### src/rtl/cpu_pkg.sv
// cpu_pkg: shared types and constants for the hazard/stall control block.
//   hz_state_t : load-use FSM states (run normally / issuing extra bubbles)
//   REG_ZERO   : hard-wired zero register index, never a hazard source
package cpu_pkg;

    typedef enum logic {HZ_RUN, HZ_LU_STALL} hz_state_t;

    localparam int unsigned REG_ZERO = 0;

endpackage

### src/rtl/sat_counter.sv
// sat_counter: W-bit up counter that sticks at all-ones.
//   clk   in  clock
//   reset in  synchronous active-high clear
//   inc   in  count enable
//   q     out current count
module sat_counter #(
    parameter int W = 16
) (
    input  logic         clk,
    input  logic         reset,
    input  logic         inc,
    output logic [W-1:0] q
);

    logic [W-1:0] r_q;

    always_ff @(posedge clk)
        if (reset) r_q <= '0;
        else if (inc && r_q != '1) r_q <= r_q + 1'b1;

    assign q = r_q;

endmodule

### src/rtl/hazard_stall_unit.sv
// hazard_stall_unit: ID-stage stall/flush/freeze control for hazards forwarding cannot cover.
//   clk, reset                      clock, synchronous active-high reset
//   ID_EX_MemRead, ID_EX_Rw         load in EX and its destination
//   IF_ID_Ra, IF_ID_Rb, IF_ID_UsesRb sources of the instruction in ID
//   EX_MEM_MemRead, EX_MEM_MemWrite memory access in MEM
//   MemReady                        data memory completes this cycle
//   BrTaken                         taken branch resolved in MEM
//   PCWrite, IF_ID_Write            front-end enables
//   IF_ID_Flush, ID_EX_Bubble       squash IF/ID, inject NOP into ID/EX
//   Pipe_Freeze                     hold ID/EX, EX/MEM, MEM/WB
//   MemTimeout                      sticky: memory stalled TIMEOUT cycles in a row
//   StallCycles, FlushCount         saturating performance counters
module hazard_stall_unit
    import cpu_pkg::*;
#(
    parameter int REG_W    = 5,
    parameter int LU_STALL = 1,
    parameter int TIMEOUT  = 255,
    parameter int CNT_W    = 16
) (
    input  logic             clk,
    input  logic             reset,
    input  logic             ID_EX_MemRead,
    input  logic [REG_W-1:0] ID_EX_Rw,
    input  logic [REG_W-1:0] IF_ID_Ra,
    input  logic [REG_W-1:0] IF_ID_Rb,
    input  logic             IF_ID_UsesRb,
    input  logic             EX_MEM_MemRead,
    input  logic             EX_MEM_MemWrite,
    input  logic             MemReady,
    input  logic             BrTaken,
    output logic             PCWrite,
    output logic             IF_ID_Write,
    output logic             IF_ID_Flush,
    output logic             ID_EX_Bubble,
    output logic             Pipe_Freeze,
    output logic             MemTimeout,
    output logic [CNT_W-1:0] StallCycles,
    output logic [CNT_W-1:0] FlushCount
);

    localparam int CW = $clog2(LU_STALL + 1);
    localparam int TW = $clog2(TIMEOUT + 1);

    hz_state_t     r_state, w_state_nx;
    logic [CW-1:0] r_cnt, w_cnt_nx;
    logic [TW-1:0] r_wait, w_wait_nx;
    logic          r_timeout;
    logic          w_busy, w_lu, w_stall, w_stall_inc, w_flush_inc;

    assign w_busy = (EX_MEM_MemRead | EX_MEM_MemWrite) & ~MemReady;
    assign w_lu   = ID_EX_MemRead & (ID_EX_Rw != REG_W'(REG_ZERO)) &
                    ((ID_EX_Rw == IF_ID_Ra) | (IF_ID_UsesRb & (ID_EX_Rw == IF_ID_Rb)));
    // Once in LU_STALL the pending bubbles are issued regardless of lu.
    assign w_stall     = (r_state == HZ_LU_STALL) | w_lu;
    assign w_stall_inc = ~reset & ~w_busy & ~BrTaken & w_stall;
    assign w_flush_inc = ~reset & ~w_busy & BrTaken;

    // Priority reset > busy > branch > stall, folded into each enable.
    always_comb begin
        PCWrite      = (reset | w_busy) ? 1'b0 : (BrTaken | ~w_stall);
        IF_ID_Write  = (reset | w_busy) ? 1'b0 : (BrTaken | ~w_stall);
        IF_ID_Flush  = reset | (~w_busy & BrTaken);
        ID_EX_Bubble = reset | (~w_busy & (BrTaken | w_stall));
        Pipe_Freeze  = ~reset & w_busy;
    end

    // A frozen pipe holds state and bubble count; a branch abandons any stall.
    always_comb begin
        w_state_nx = r_state;
        w_cnt_nx   = r_cnt;
        if (!w_busy) begin
            if (BrTaken) begin
                w_state_nx = HZ_RUN;
                w_cnt_nx   = '0;
            end else if (r_state == HZ_LU_STALL) begin
                w_cnt_nx   = r_cnt - 1'b1;
                w_state_nx = (r_cnt == CW'(1)) ? HZ_RUN : HZ_LU_STALL;
            end else if (w_lu && LU_STALL > 1) begin
                w_state_nx = HZ_LU_STALL;
                w_cnt_nx   = CW'(LU_STALL - 1);
            end
        end
    end

    assign w_wait_nx = w_busy ? ((r_wait == TW'(TIMEOUT)) ? r_wait : r_wait + 1'b1) : '0;

    always_ff @(posedge clk) begin
        if (reset) begin
            r_state   <= HZ_RUN;
            r_cnt     <= '0;
            r_wait    <= '0;
            r_timeout <= 1'b0;
        end else begin
            r_state   <= w_state_nx;
            r_cnt     <= w_cnt_nx;
            r_wait    <= w_wait_nx;
            r_timeout <= r_timeout | (w_busy & (w_wait_nx == TW'(TIMEOUT)));
        end
    end

    assign MemTimeout = r_timeout;

    sat_counter #(.W(CNT_W)) u_stall_cnt (
        .clk   (clk),
        .reset (reset),
        .inc   (w_stall_inc),
        .q     (StallCycles)
    );

    sat_counter #(.W(CNT_W)) u_flush_cnt (
        .clk   (clk),
        .reset (reset),
        .inc   (w_flush_inc),
        .q     (FlushCount)
    );

endmodule

### config.mk
export PLATFORM = sky130hd
export DESIGN_NAME = hazard_stall_unit
export DESIGN_NICKNAME = d
export VERILOG_FILES = /design/src/rtl/cpu_pkg.sv /design/src/rtl/sat_counter.sv /design/src/rtl/hazard_stall_unit.sv
export SDC_FILE = /design/constraint.sdc
export NUM_CORES = 1
export LEC_CHECK = 0
export CAP_MARGIN = 20
export CORE_MARGIN = 2
export CORE_UTILIZATION = 28
export DETAILED_ROUTE_END_ITERATION = 10
export SYNTH_ARGS = -nofsm -noshare
export SYNTH_HDL_FRONTEND = slang
export SYNTH_HIERARCHICAL = 1
export SYNTH_SLANG_ARGS = --single-unit
### constraint.sdc
create_clock -name clk -period 4 [get_ports clk]
set_clock_uncertainty 0.05 [all_clocks]
set_input_delay 1 -clock clk [delete_from_list [all_inputs] [get_ports clk]]
set_output_delay 1 -clock clk [all_outputs]
set_load 0.1 [all_outputs]
==> results of run 1 <==
## area by class of cell
| type | count | area [um2] |
|---|---|---|
| multi-input combinational | 228 | 1491 |
| tap | 108 | 135.1 |
| timing repair buffer | 64 | 680.7 |
| inverter | 9 | 33.78 |
| clock buffer | 5 | 68.82 |
| clock inverter | 3 | 67.56 |
| sequential | 43 | 860.8 |
| fill | 864 | 5255 |
## through the flow
step | std cells | setup slack (ps)
floorplan | 291 | 82.01
global placement | 452 | 390.1
detailed placement | 452 | 316.9
CTS | 460 | 367.3
global route | 460 | 283.1
finish | 460 | 387.4
## flip-flops by register name, indices dropped and copies added (netlist names)
| register | count |
|---|---|
| MemTimeout | 1 |
| r_wait | 8 |
| r_state | 1 |
| u_stall_cnt/q | 16 |
| u_flush_cnt/q | 16 |
| r_cnt | 1 |
## Yosys cell counts, drive strengths merged (2+ instances only)
master,n,share of area
nor3,10,0.020
o41ai,2,0.0072
dfxtp,43,0.35
nor4bb,2,0.0082
a211oi,3,0.0092
or4,14,0.043
nand3b,3,0.0092
or3,6,0.015
o21ai,13,0.027
a31oi,4,0.010
xnor2,15,0.054
nor2,27,0.041
o311ai,2,0.0072
o21a,3,0.0092
nor2b,4,0.010
a21oi,21,0.043
mux2i,3,0.012
o31ai,12,0.037
nor4,8,0.033
nand4,9,0.035
ha,3,0.015
mux2,3,0.015
clkbuf,4,0.0061
inv,9,0.014
nand3,16,0.033
and4,6,0.021
nand2,21,0.034
and3,7,0.020
buf,7,0.019
## critical path: cells and delay by family
family,cells,cell delay (ps)
buffers and inverters,2,750
and+or+nand+nor,1,90
AOI/OAI and AO/OA,3,630
xor gates and xnor gates,1,100
## per-layer routing
metal  GRT usage  vias to the layer above
li1            -                     1220
met1      0.1564                     1135
met2      0.2127                       69
met3     0.03669                        4
met4     0.03846                        0
met5           0                        -
## worst paths after layout
path / startpoint / endpoint / cells after the start
worst min register to register: MemTimeout / MemTimeout / 1
worst max-delay path: ID_EX_Rw[2] / IF_ID_Write / 7
worst max register to register: u_flush_cnt/q[0] / u_flush_cnt/q[11] / 5
worst min-delay path: MemTimeout / MemTimeout / 1
## report_power, final
group | internal, mW | leakage (nW) | total [mW] | switching [mW]
logic | 0.0480 | 0.674 | 0.111 | 0.0631
registers | 0.429 | 0.347 | 0.432 | 0.00241
clock network | 0.249 | 0.0644 | 0.411 | 0.162
total | 0.727 | 1.08 | 0.954 | 0.227
## kinds of logic (layout without fill, tap and decap cells)
| group | count (synthesis) | in the layout | synth area share |
|---|---|---|---|
| AND/OR/NAND/NOR | 136 | 136 | 0.3327 |
| buffers and inverters | 20 | 81 | 0.03934 |
| flip-flops | 43 | 43 | 0.3516 |
| adder cells (fa/ha/maj) | 3 | 3 | 0.01533 |
| XOR/XNOR | 16 | 16 | 0.05723 |
| AO/OA/AOI/OAI | 67 | 67 | 0.1763 |
| multiplexers | 6 | 6 | 0.02759 |
==> results.txt, run 1 <==
library cells used by synthesis: 49
ys flop type: dfxtp_1
GP Congestion: 0.7795
most frequent cells in the layout: 55 x clkdlybuf4s50_1, 43 x dfxtp_1, 27 x nor2_1
Post-DRT Antenna Nets: 0
vias in the first global route: 2254
FF-to-FF setup slack: 1820 ps
hold slack: 423.9 ps
max-cap violations: 0
ratio of cells with drive above 1 in the final layout: 0.08239
starting utilization of the core area: 0.2849
Rel. slew slack: 0.3489
Post-Syn Nets: 317
CTS Root Cell: clkbuf_8
Buffers on Ports: 60
die area: 0.009509 mm2
met3 routed WL: 346 um
Mean Syn Cell Area: 8.414 um2
YS warnings: 6
total power: 0.9537 mW
RSZ-0062 raised after global routing: no
core box area: 0.008593 mm2
most common cell after layout, fill and taps aside: clkdlybuf4s50_1
PwrDens: 285.7 mW/mm2
worst skew pair latency: 300 ps
Slowest Stage Delay on Critical Path: 540 ps
minimum clock period: 3613 ps
status: finished clean
# rows: 34
Slew @ Worst Pin: 973.6 ps
WL/cell: 13.30 um
Synth Instances: 291
metal1 wirelength: 2859 um
register bit total from synthesis: 43
mapped cell area: 0.002449 mm2
sequential share of the synthesized area: 0.3516
endpoints failing hold: 0
GRT Util Overall: 0.1265
DIE WIDTH: 97.52 um
gr ovfl total: 0
WL met2: 2861 um
first drt pass iteration count: 5
Initial DRC Count: 104
# diodes: 0
WP data arrival: 2560 ps
design area: 0.003338 mm2
dpl cell area: 0.003202 mm2
f_max: 276.8 MHz
critical path, cell by cell: clkdlybuf4s50_1 -> xnor2_1 -> nand4_1 -> o22ai_1 -> a31oi_1 -> o21a_1 -> buf_12
CP endpoint kind: output port
async set-reset flop share out of synthesis: 0
Hold Path Class: reg -> reg
Final Cycle Share: 0.9032
CTS tree: done
CP max FO: 3
area delta synth->final: 36.33%
Top Layer Used: met4
clock sinks: 43
drt drc: 0
Slowest-stage cell, CP: clkdlybuf4s50_1
first-pass GRT wire length: 10100 um
dpl hpwl: 4484 um
CTS max path bufs: 2
H-tree depth: 2
routed via count: 2428
setup TNS: 0 ps
number of synthesized flops with an enable pin: 0
setup bufs post-CTS: 0
Setup CP Type: in -> out
largest net degree at the start of global routing: 28
Startpoint Class: input pin
hold_buf cts: 0
via/cell ratio: 5.278
Layout Nets: 377
Worst VDD drop: 0.2078 mV
final core occ: 0.3885
initial antenna violation count: 0
# IOs: 61
Num CTS Buffers: 5
CTS clk-pin slew, worst paths: 90 ps
Slew Viols, Final: 0
die height: 97.52 um
quantity of gates resized following cts: 0
Final Setup Violations: 0
worst path required time: 2950 ps
Post-Route WL: 6119 um
Pleak: 1.084 nW
Note: power is estimated with default switching activity, not from simulation.
==> inputs of run 2 (changes only) <==
clock period = 3.3 ns   (was 4 ns; I/O delays follow)
==> results.txt, run 2 (synthesized netlist as in run 1, its figures left out) <==
CP top delay family: buffers and inverters (unchanged)
# IOs: 61 (unchanged)
CTS tree: done (unchanged)
Setup CP Type: in -> out (unchanged)
minimum clock period: 3263 ps
core box area: 0.008593 mm2 (unchanged)
largest net degree at the start of global routing: 38 (was 28)
drt drc: 0 (unchanged)
dpl cell area: 0.003192 mm2 (was 0.003202 mm2)
design area: 0.003301 mm2 (was 0.003338 mm2)
total power: 0.9998 mW (was 0.9537 mW)
GP Congestion: 0.7814 (was 0.7795)
WL/cell: 12.87 um (was 13.30 um)
clock sinks: 43 (unchanged)
initial antenna violation count: 0 (unchanged)
Worst VDD drop: 0.1878 mV (was 0.2078 mV)
DIE WIDTH: 97.52 um (unchanged)
CTS clk-pin slew, worst paths: 80 ps (was 90 ps)
max-cap violations: 0 (unchanged)
cell depth of the worst hold path: 1 (unchanged)
final core occ: 0.3841 (was 0.3885)
status: finished clean (unchanged)
Slew Viols, Final: 0 (unchanged)
CP max FO: 2 (was 3)
worst skew pair latency: 300 ps (about the same)
first drt pass iteration count: 4 (was 5)
setup bufs post-CTS: 0 (unchanged)
Layout Nets: 386 (was 377)
area delta synth->final: 34.80% (was 36.33%)
FF-to-FF setup slack: 1160 ps (was 1820 ps)
PwrDens: 302.9 mW/mm2 (was 285.7 mW/mm2)
CTS max path bufs: 2 (unchanged)
# diodes: 0 (unchanged)
ratio of cells with drive above 1 in the final layout: 0.2105 (was 0.08239)
Slew @ Worst Pin: 795.5 ps (was 973.6 ps)
Num CTS Buffers: 5 (unchanged)
WP data arrival: 2390 ps (was 2560 ps)
Post-DRT Antenna Nets: 0 (unchanged)
Pleak: 1.185 nW (was 1.084 nW)
Rel. slew slack: 0.4657 (was 0.3489)
routed via count: 2421 (was 2428)
Initial DRC Count: 78 (was 104)
Slowest Stage Delay on Critical Path: 470 ps (was 540 ps)
starting utilization of the core area: 0.2849 (unchanged)
Crit Reg-Reg Startpoint: r_wait[0] (was u_flush_cnt/q[0])
endpoints failing hold: 0 (unchanged)
worst path required time: 2420 ps (was 2950 ps)
H-tree depth: 2 (unchanged)
Final Setup Violations: 0 (unchanged)
Crit. Startpoint: IF_ID_Ra[3] (was ID_EX_Rw[2])
GRT Util Overall: 0.1291 (was 0.1265)
CP endpoint kind: output port (unchanged)
f_max: 306.4 MHz
Final Cycle Share: 0.9889
Crit path buffers/inverters: 3 (was 2)
hold_sp: MemTimeout (unchanged)
Worst Reg-to-Reg Cells: 6 (was 5)
Buffers on Ports: 60 (unchanged)
most common cell after layout, fill and taps aside: buf_4 (was clkdlybuf4s50_1)
Post-Route WL: 6034 um (was 6119 um)
CTS Root Cell: clkbuf_8 (unchanged)
setup ws final: 36.75 ps (was 387.4 ps)
Slowest-stage cell, CP: clkdlybuf4s50_1 (unchanged)
dpl hpwl: 4488 um (was 4484 um)
Hold Path Class: reg -> reg (unchanged)
die area: 0.009509 mm2 (unchanged)
most frequent cells in the layout: 46 x buf_4, 43 x dfxtp_1, 27 x nor2_1 (was 55 x clkdlybuf4s50_1, 43 x dfxtp_1, 27 x nor2_1)
Startpoint Class: input pin (unchanged)
gr ovfl total: 0 (unchanged)
hold slack: 425.3 ps (was 423.9 ps)
Place WS: -200.5 ps (was 316.9 ps)
critical path, cell by cell: clkdlybuf4s50_1 -> xnor2_1 -> nand3_1 -> o22ai_2 -> a31oi_2 -> buf_4 -> o21a_4 -> buf_12 (was clkdlybuf4s50_1 -> xnor2_1 -> nand4_1 -> o22ai_1 -> a31oi_1 -> o21a_1 -> buf_12)
hold endpoint: MemTimeout (unchanged)
first-pass GRT wire length: 10360 um (was 10100 um)
Crit Reg-Reg Endpoint: MemTimeout (was u_flush_cnt/q[11])
via/cell ratio: 5.162 (was 5.278)
hold_buf cts: 0 (unchanged)
vias in the first global route: 2267 (was 2254)
# rows: 34 (unchanged)
die height: 97.52 um (unchanged)
run 2: routing by layer:
metal	track usage	wire length [um]	share of wire
met5	0	0	0
met4	0.03312	56	0.0093
met3	0.03094	273	0.045
met2	0.2218	2854	0.47
met1	0.1624	2849	0.47
run 2: metrics by stage:
| step | TNS (ps) | instances |
|---|---|---|
| floorplan | 0 | 291 |
| global placement | -777.8 | 461 |
| detailed placement | -1583 | 461 |
| CTS | 0 | 469 |
| global route | -90.48 | 469 |
| finish | 0 | 469 |
run 2: layout make-up:
cell class,instances,area (um2)
Clock buffer,5,68.82
Tap cell,108,135.1
Fill cell,884,5293
Sequential cell,43,860.8
Timing Repair Buffer,73,659.4
Inverter,9,33.78
Multi-Input combinational cell,228,1523
Clock inverter,3,20.02
run 2: how the worst max path moves through the flow:
stage                     depth (start not counted)                 to
final                                             8        IF_ID_Write
after global routing                              8       ID_EX_Bubble
after CTS                                         8        IF_ID_Write
after floorplan                                   6            PCWrite
after detailed placement                         11   u_stall_cnt/q[7]
after global placement                           10  u_stall_cnt/q[11]
run 2: power breakdown:
part / internal, mW / switching (mW)
Combinational: 0.0593 / 0.0784
Sequential: 0.520 / 0.00272
Clock: 0.148 / 0.191
run 2: timing repair:
action                     in CTS  in global routing
gates cloned                    0                  0
setup endpoints to repair       3                  3
resized for setup               5                  4
pin swaps                       0                  3
==> edit 1 (config.mk and constraints of run 2) <==
The parameter `CNT_W` goes from 16 to 14.
--- a/src/rtl/hazard_stall_unit.sv
+++ b/src/rtl/hazard_stall_unit.sv
@@ -17,5 +17,5 @@
     parameter int LU_STALL = 1,
     parameter int TIMEOUT  = 255,
-    parameter int CNT_W    = 16
+    parameter int CNT_W    = 14
 ) (
     input  logic             clk,
Interface: changed (resized FlushCount and StallCycles); port bits go from 61 to 57. The function was not compared with the original's and may differ.
==> edit 1 against run 2 <==
Final area decreased by 8.9%. Combinational power about the same. Synthesized area decreased by 9.3%. Worst setup slack improved by 18 ps. Sequential cell count decreased by 4. Hold slack improved by 16 ps. Wire length decreased by 8.1%. Power decreased by 7.4%. Highest routed layer unchanged.
==> edit 1: results (changes against run 2) <==
outcome=completed; sequential fraction of the synthesis area=35.15% (about the same); R2R setup slack=1080 ps (-80 ps); Starting DRT DRC Count=70 (-10%); clk_lat worst skew=280 ps (-20 ps); vias in the first global route=2,090 (-7.8%); Switching Fraction=26.49% (-0.77 points); Worst-path clk slew=70 ps; largest net degree at the start of global routing=27 (-29%); Achievable Freq=0.3082 GHz (+0.56%); GP Congestion=0.7976 (+2.1%); final HPWL from detailed placement=4.129 mm (-8.0%); crit path DAT=2370 ps (-20 ps); Setup Slack @ Placement=-179.1 ps (+21.44 ps); final wirelength=5.548 mm (-8.1%); crit-path max FO=2 (unchanged); number of antenna diodes=0 (unchanged); GRT Util Overall=12.85% (-0.061 points); Post-synth ARST share=0% (unchanged); Peak supply drop=150.7 uV (-20%); Syn Inst Count=259 (-11%); DRC=0 (unchanged); detailed-route vias per instance=5.100 (-1.2%); Final #Nets=352 (-8.8%); Final Hold Slack=441.0 ps (+15.70 ps); Leak=0.001127 uW (-4.9%); Fillers=802 (-9.3%); Post-Layout Cell Count=429 (-8.5%); CTS buffer count=5 (unchanged); share of cells above drive strength 1=21.10% (+0.048 points); first-pass GRT wire length=9.246 mm (-11%); Commonest cells post-synth=dfxtp_1 (39), nor2_1 (25), a21oi_1 (23); post-CTS sizing=5 (unchanged); port bufs=56 (-6.7%); Area contributors post-synth=dfxtp_1 (35%), a21oi_1 (5.2%), xnor2_1 (4.3%); Post-Syn Nets=285 (-10%); max_slew headroom=52.54% (+6.0 points); Cells after DPL=421 (-8.7%); DP Area=2914 sq um (-8.7%); Combinational Power Share=14.9% (+1.1 points); Flop pwr share=51.3% (-1.0 points)
edit 1: cell types whose count changed in the layout (fill, tap and decap cells not counted), sizes merged, moves of 4 or more:
cell | run 2 | this run
and4 | 6 | 0
buf | 51 | 45
dfxtp | 43 | 39
nand2 | 21 | 13
nand2b | 1 | 5
nor4 | 8 | 4
or2 | 1 | 5
or4 | 14 | 6
xnor2 | 15 | 11
edit 1: worst paths after layout:
| check | cells past startpoint | endpoint | from |
|---|---|---|---|
| worst max-delay path | 8 | PCWrite | IF_ID_Ra[4] |
| worst min-delay path | 1 | MemTimeout | MemTimeout |
| worst max register to register | 5 | u_stall_cnt/q[0] | u_stall_cnt/q[0] |
| worst min register to register | 1 | MemTimeout | MemTimeout |
edit 1: cell type report:
type	count	area (sq um)	share of cell area [%]
Multi-Input combinational cell	206	1373	45.67
Clock buffer	7	76.32	2.540
Clock inverter	1	5.005	0.1665
Sequential cell	39	780.7	25.98
Timing Repair Buffer	67	616.8	20.52
Tap cell	102	127.6	4.246
Inverter	7	26.28	0.8743
edit 1: cell families after synthesis:
group / after synthesis / share of synthesized area [%]
buffers and inverters: 14 / 3.888
adders and majority gates: 3 / 1.690
muxes: 6 / 3.042
xor gates and xnor gates: 12 / 4.732
DFF: 39 / 35.15
and+or+nand+nor: 120 / 32.62
AOI/OAI and AO/OA: 65 / 18.87
edit 1: critical path, cell delays in order:
cell             delay, ps
clkdlybuf4s50_1        480
xnor2_1                120
nand3_1                 90
o22ai_1                170
a31oi_1                130
buf_4                  170
o21a_4                 210
buf_12                 160
edit 1: metal layers:
metal,track usage [%],vias to the layer above,part of all wire (%)
met2,22.22,68,48
met4,3.186,0,0.47
met3,3.062,2,6.1
met1,16.09,1016,45
met5,0,-,0
li1,-,1102,-
==> edit 2 (flow settings as in run 2) <==
Made on the original files. Register the output `FlushCount`; this adds one clock of latency there. The other outputs are not delayed to match. Comments in the files are not updated.
--- a/src/rtl/hazard_stall_unit.sv
+++ b/src/rtl/hazard_stall_unit.sv
@@ -42,4 +42,6 @@
     localparam int CW = $clog2(LU_STALL + 1);
     localparam int TW = $clog2(TIMEOUT + 1);
+
+    logic [CNT_W-1:0] FlushCount_d;
 
     hz_state_t     r_state, w_state_nx;
@@ -113,6 +115,10 @@
         .reset (reset),
         .inc   (w_flush_inc),
-        .q     (FlushCount)
+        .q     (FlushCount_d)
     );
+
+    always_ff @(posedge clk) begin
+        FlushCount <= FlushCount_d;
+    end
 
 endmodule
Formal check against the unedited RTL: not equivalent (Yosys sat finds a counterexample within 4 cycles, from zero or initial values and one cycle with reset high).
==> edit 2 against run 2 <==
Die area increased by 11%. Worst setup slack improved by 33 ps. Via count rose by 2.7%. Synthesized area is 11% higher. Final area grew 11%. Wire length increased by 7.2%. Hold slack worse by 71 ps. Register-to-register slack gained 50 ps. Largest power group unchanged. Sequential cell count grew 16. Power rose by 42%.
==> edit 2: results (changes against run 2) <==
outcome=completed; clk_lat worst skew=320 ps (+20 ps); R2R setup slack=1210 ps (+50 ps); number of antenna diodes=0 (unchanged); sequential fraction of the synthesis area=43.46% (+8.3 points); H-tree lvl count=3 (+1); FF-to-FF End=u_stall_cnt/q[11]; Commonest cells post-synth=dfxtp_1 (59), nor2_1 (22), a21oi_1 (21); Post-Syn Nets=326 (+2.8%); r2r startpoint=u_stall_cnt/q[13]; max_slew headroom=44.78% (-1.8 points); Final #Nets=397 (+2.8%); Peak supply drop=281.5 uV (+50%); post-synthesis adder-cell area fraction=1.381% (-0.15 points); Leak=0.001344 uW (+13%); first-pass GRT wire length=10.35 mm (-0.13%); port bufs=60 (unchanged); Area contributors post-synth=dfxtp_1 (43%), xnor2_1 (5.2%), a21oi_1 (3.9%); largest net degree at the start of global routing=36 (-5.3%); Fillers=937 (+6.0%); length in cells of the worst reg-to-reg path=4 (-2); hold path depth=0 (-1); Starting DRT DRC Count=49 (-37%); crit-path max FO=3 (+1); root buffer cell=clkbuf_8; CTS buffer count=9 (+4); hold_sp=u_flush_cnt/q[1]; crit path DAT=2360 ps (-30 ps); Detailed Routing Iterations Pass 1=4 (unchanged); GP Congestion=0.8491 (+8.7%); final wirelength=6.469 mm (+7.2%); Hold Path Class=reg -> reg; vias in the first global route=2,231 (-1.6%); Worst-path clk slew=60 ps (-20 ps); GRT Util Overall=12.56% (-0.35 points); number of distinct library cells after synthesis=48 (-2.0%); Achievable Freq=0.3096 GHz (+1.0%); detailed-route vias per instance=4.923 (-4.6%); share of cells above drive strength 1=21.01% (-0.042 points); xor and xnor fraction of the mapped netlist area=5.479% (-0.24 points); Post-synth ARST share=0% (unchanged); Hold EP=FlushCount[1]; Synth Warn #=6 (unchanged); Compound-Gate Fraction of Synth Area=15.19% (-2.4 points); post-synthesis mux area share=1.934% (-0.83 points); deepest clock path buffer count=2 (unchanged); final HPWL from detailed placement=4.613 mm (+2.8%); post-CTS setup buffer count=0 (unchanged); Setup Slack @ Placement=-58.96 ps (+141.5 ps); antenna violations before repair=0 (unchanged)
edit 2: kinds of logic after synthesis:
group           count (synthesis)
flops                          59
simple gates                  130
buf+inv                        20
fa+ha+maj                       3
xor+xnor                       17
compound gates                 66
mux                             5
edit 2: worst max-delay path: stages:
cell             delay (ps)
clkdlybuf4s50_1         540
xnor2_1                 140
nand3_1                 110
o22ai_2                 180
a31oi_2                 130
o21ba_2                 260
buf_12                  170
edit 2: timing repair:
| item | CTS | global route |
|---|---|---|
| setup endpoints to repair | 0 | 3 |
| hold endpoints to repair | 0 | 0 |
| resized for setup | 0 | 3 |
edit 2: per-stage QoR:
step	setup TNS [ps]	util [%]	std cells	hold slack (ps)	instance area, sq um
final	0	39.38	505	354.0	3674
after global placement	-8.037	37.37	489	346.6	3486
after detailed placement	-241.8	37.37	489	343.6	3486
after global routing	-62.19	39.38	505	362.9	3674
after CTS	0	39.22	505	356.2	3659
after floorplan	0	-	300	322.8	2733
edit 2: area by class of cell:
| cell class | count | area (sq um) | area share [%] |
|---|---|---|---|
| multi-input combinational | 221 | 1475 | 40.16 |
| sequential | 59 | 1181 | 32.15 |
| inverter | 10 | 37.54 | 1.022 |
| tap | 129 | 161.4 | 4.394 |
| clock inverter | 2 | 10.01 | 0.2725 |
| timing repair buffer | 70 | 645.6 | 17.57 |
| clock buffer | 14 | 162.7 | 4.428 |
edit 2: per-layer routing:
layer / wire, um / track usage [%]
met1: 2875 / 14.54
met2: 3194 / 21.12
met3: 270 / 4.814
met4: 129 / 4.615
met5: 0 / 0
edit 2: worst max path at each step:
stage                      startpoint                 to
final                     ID_EX_Rw[2]            PCWrite
after global routing      ID_EX_Rw[2]            PCWrite
after CTS                 ID_EX_Rw[0]            PCWrite
after detailed placement  ID_EX_Rw[0]  u_stall_cnt/q[11]
after global placement    ID_EX_Rw[2]  u_stall_cnt/q[11]
after floorplan           IF_ID_Rb[3]            PCWrite
edit 2: power by group:
part	switching [uW]	internal [uW]	leakage, uW
Clock	258	312	0.0000905
Sequential	2.75	715	0.000476
Combinational	76.2	59.3	0.000778
Total	337	1090	0.00134
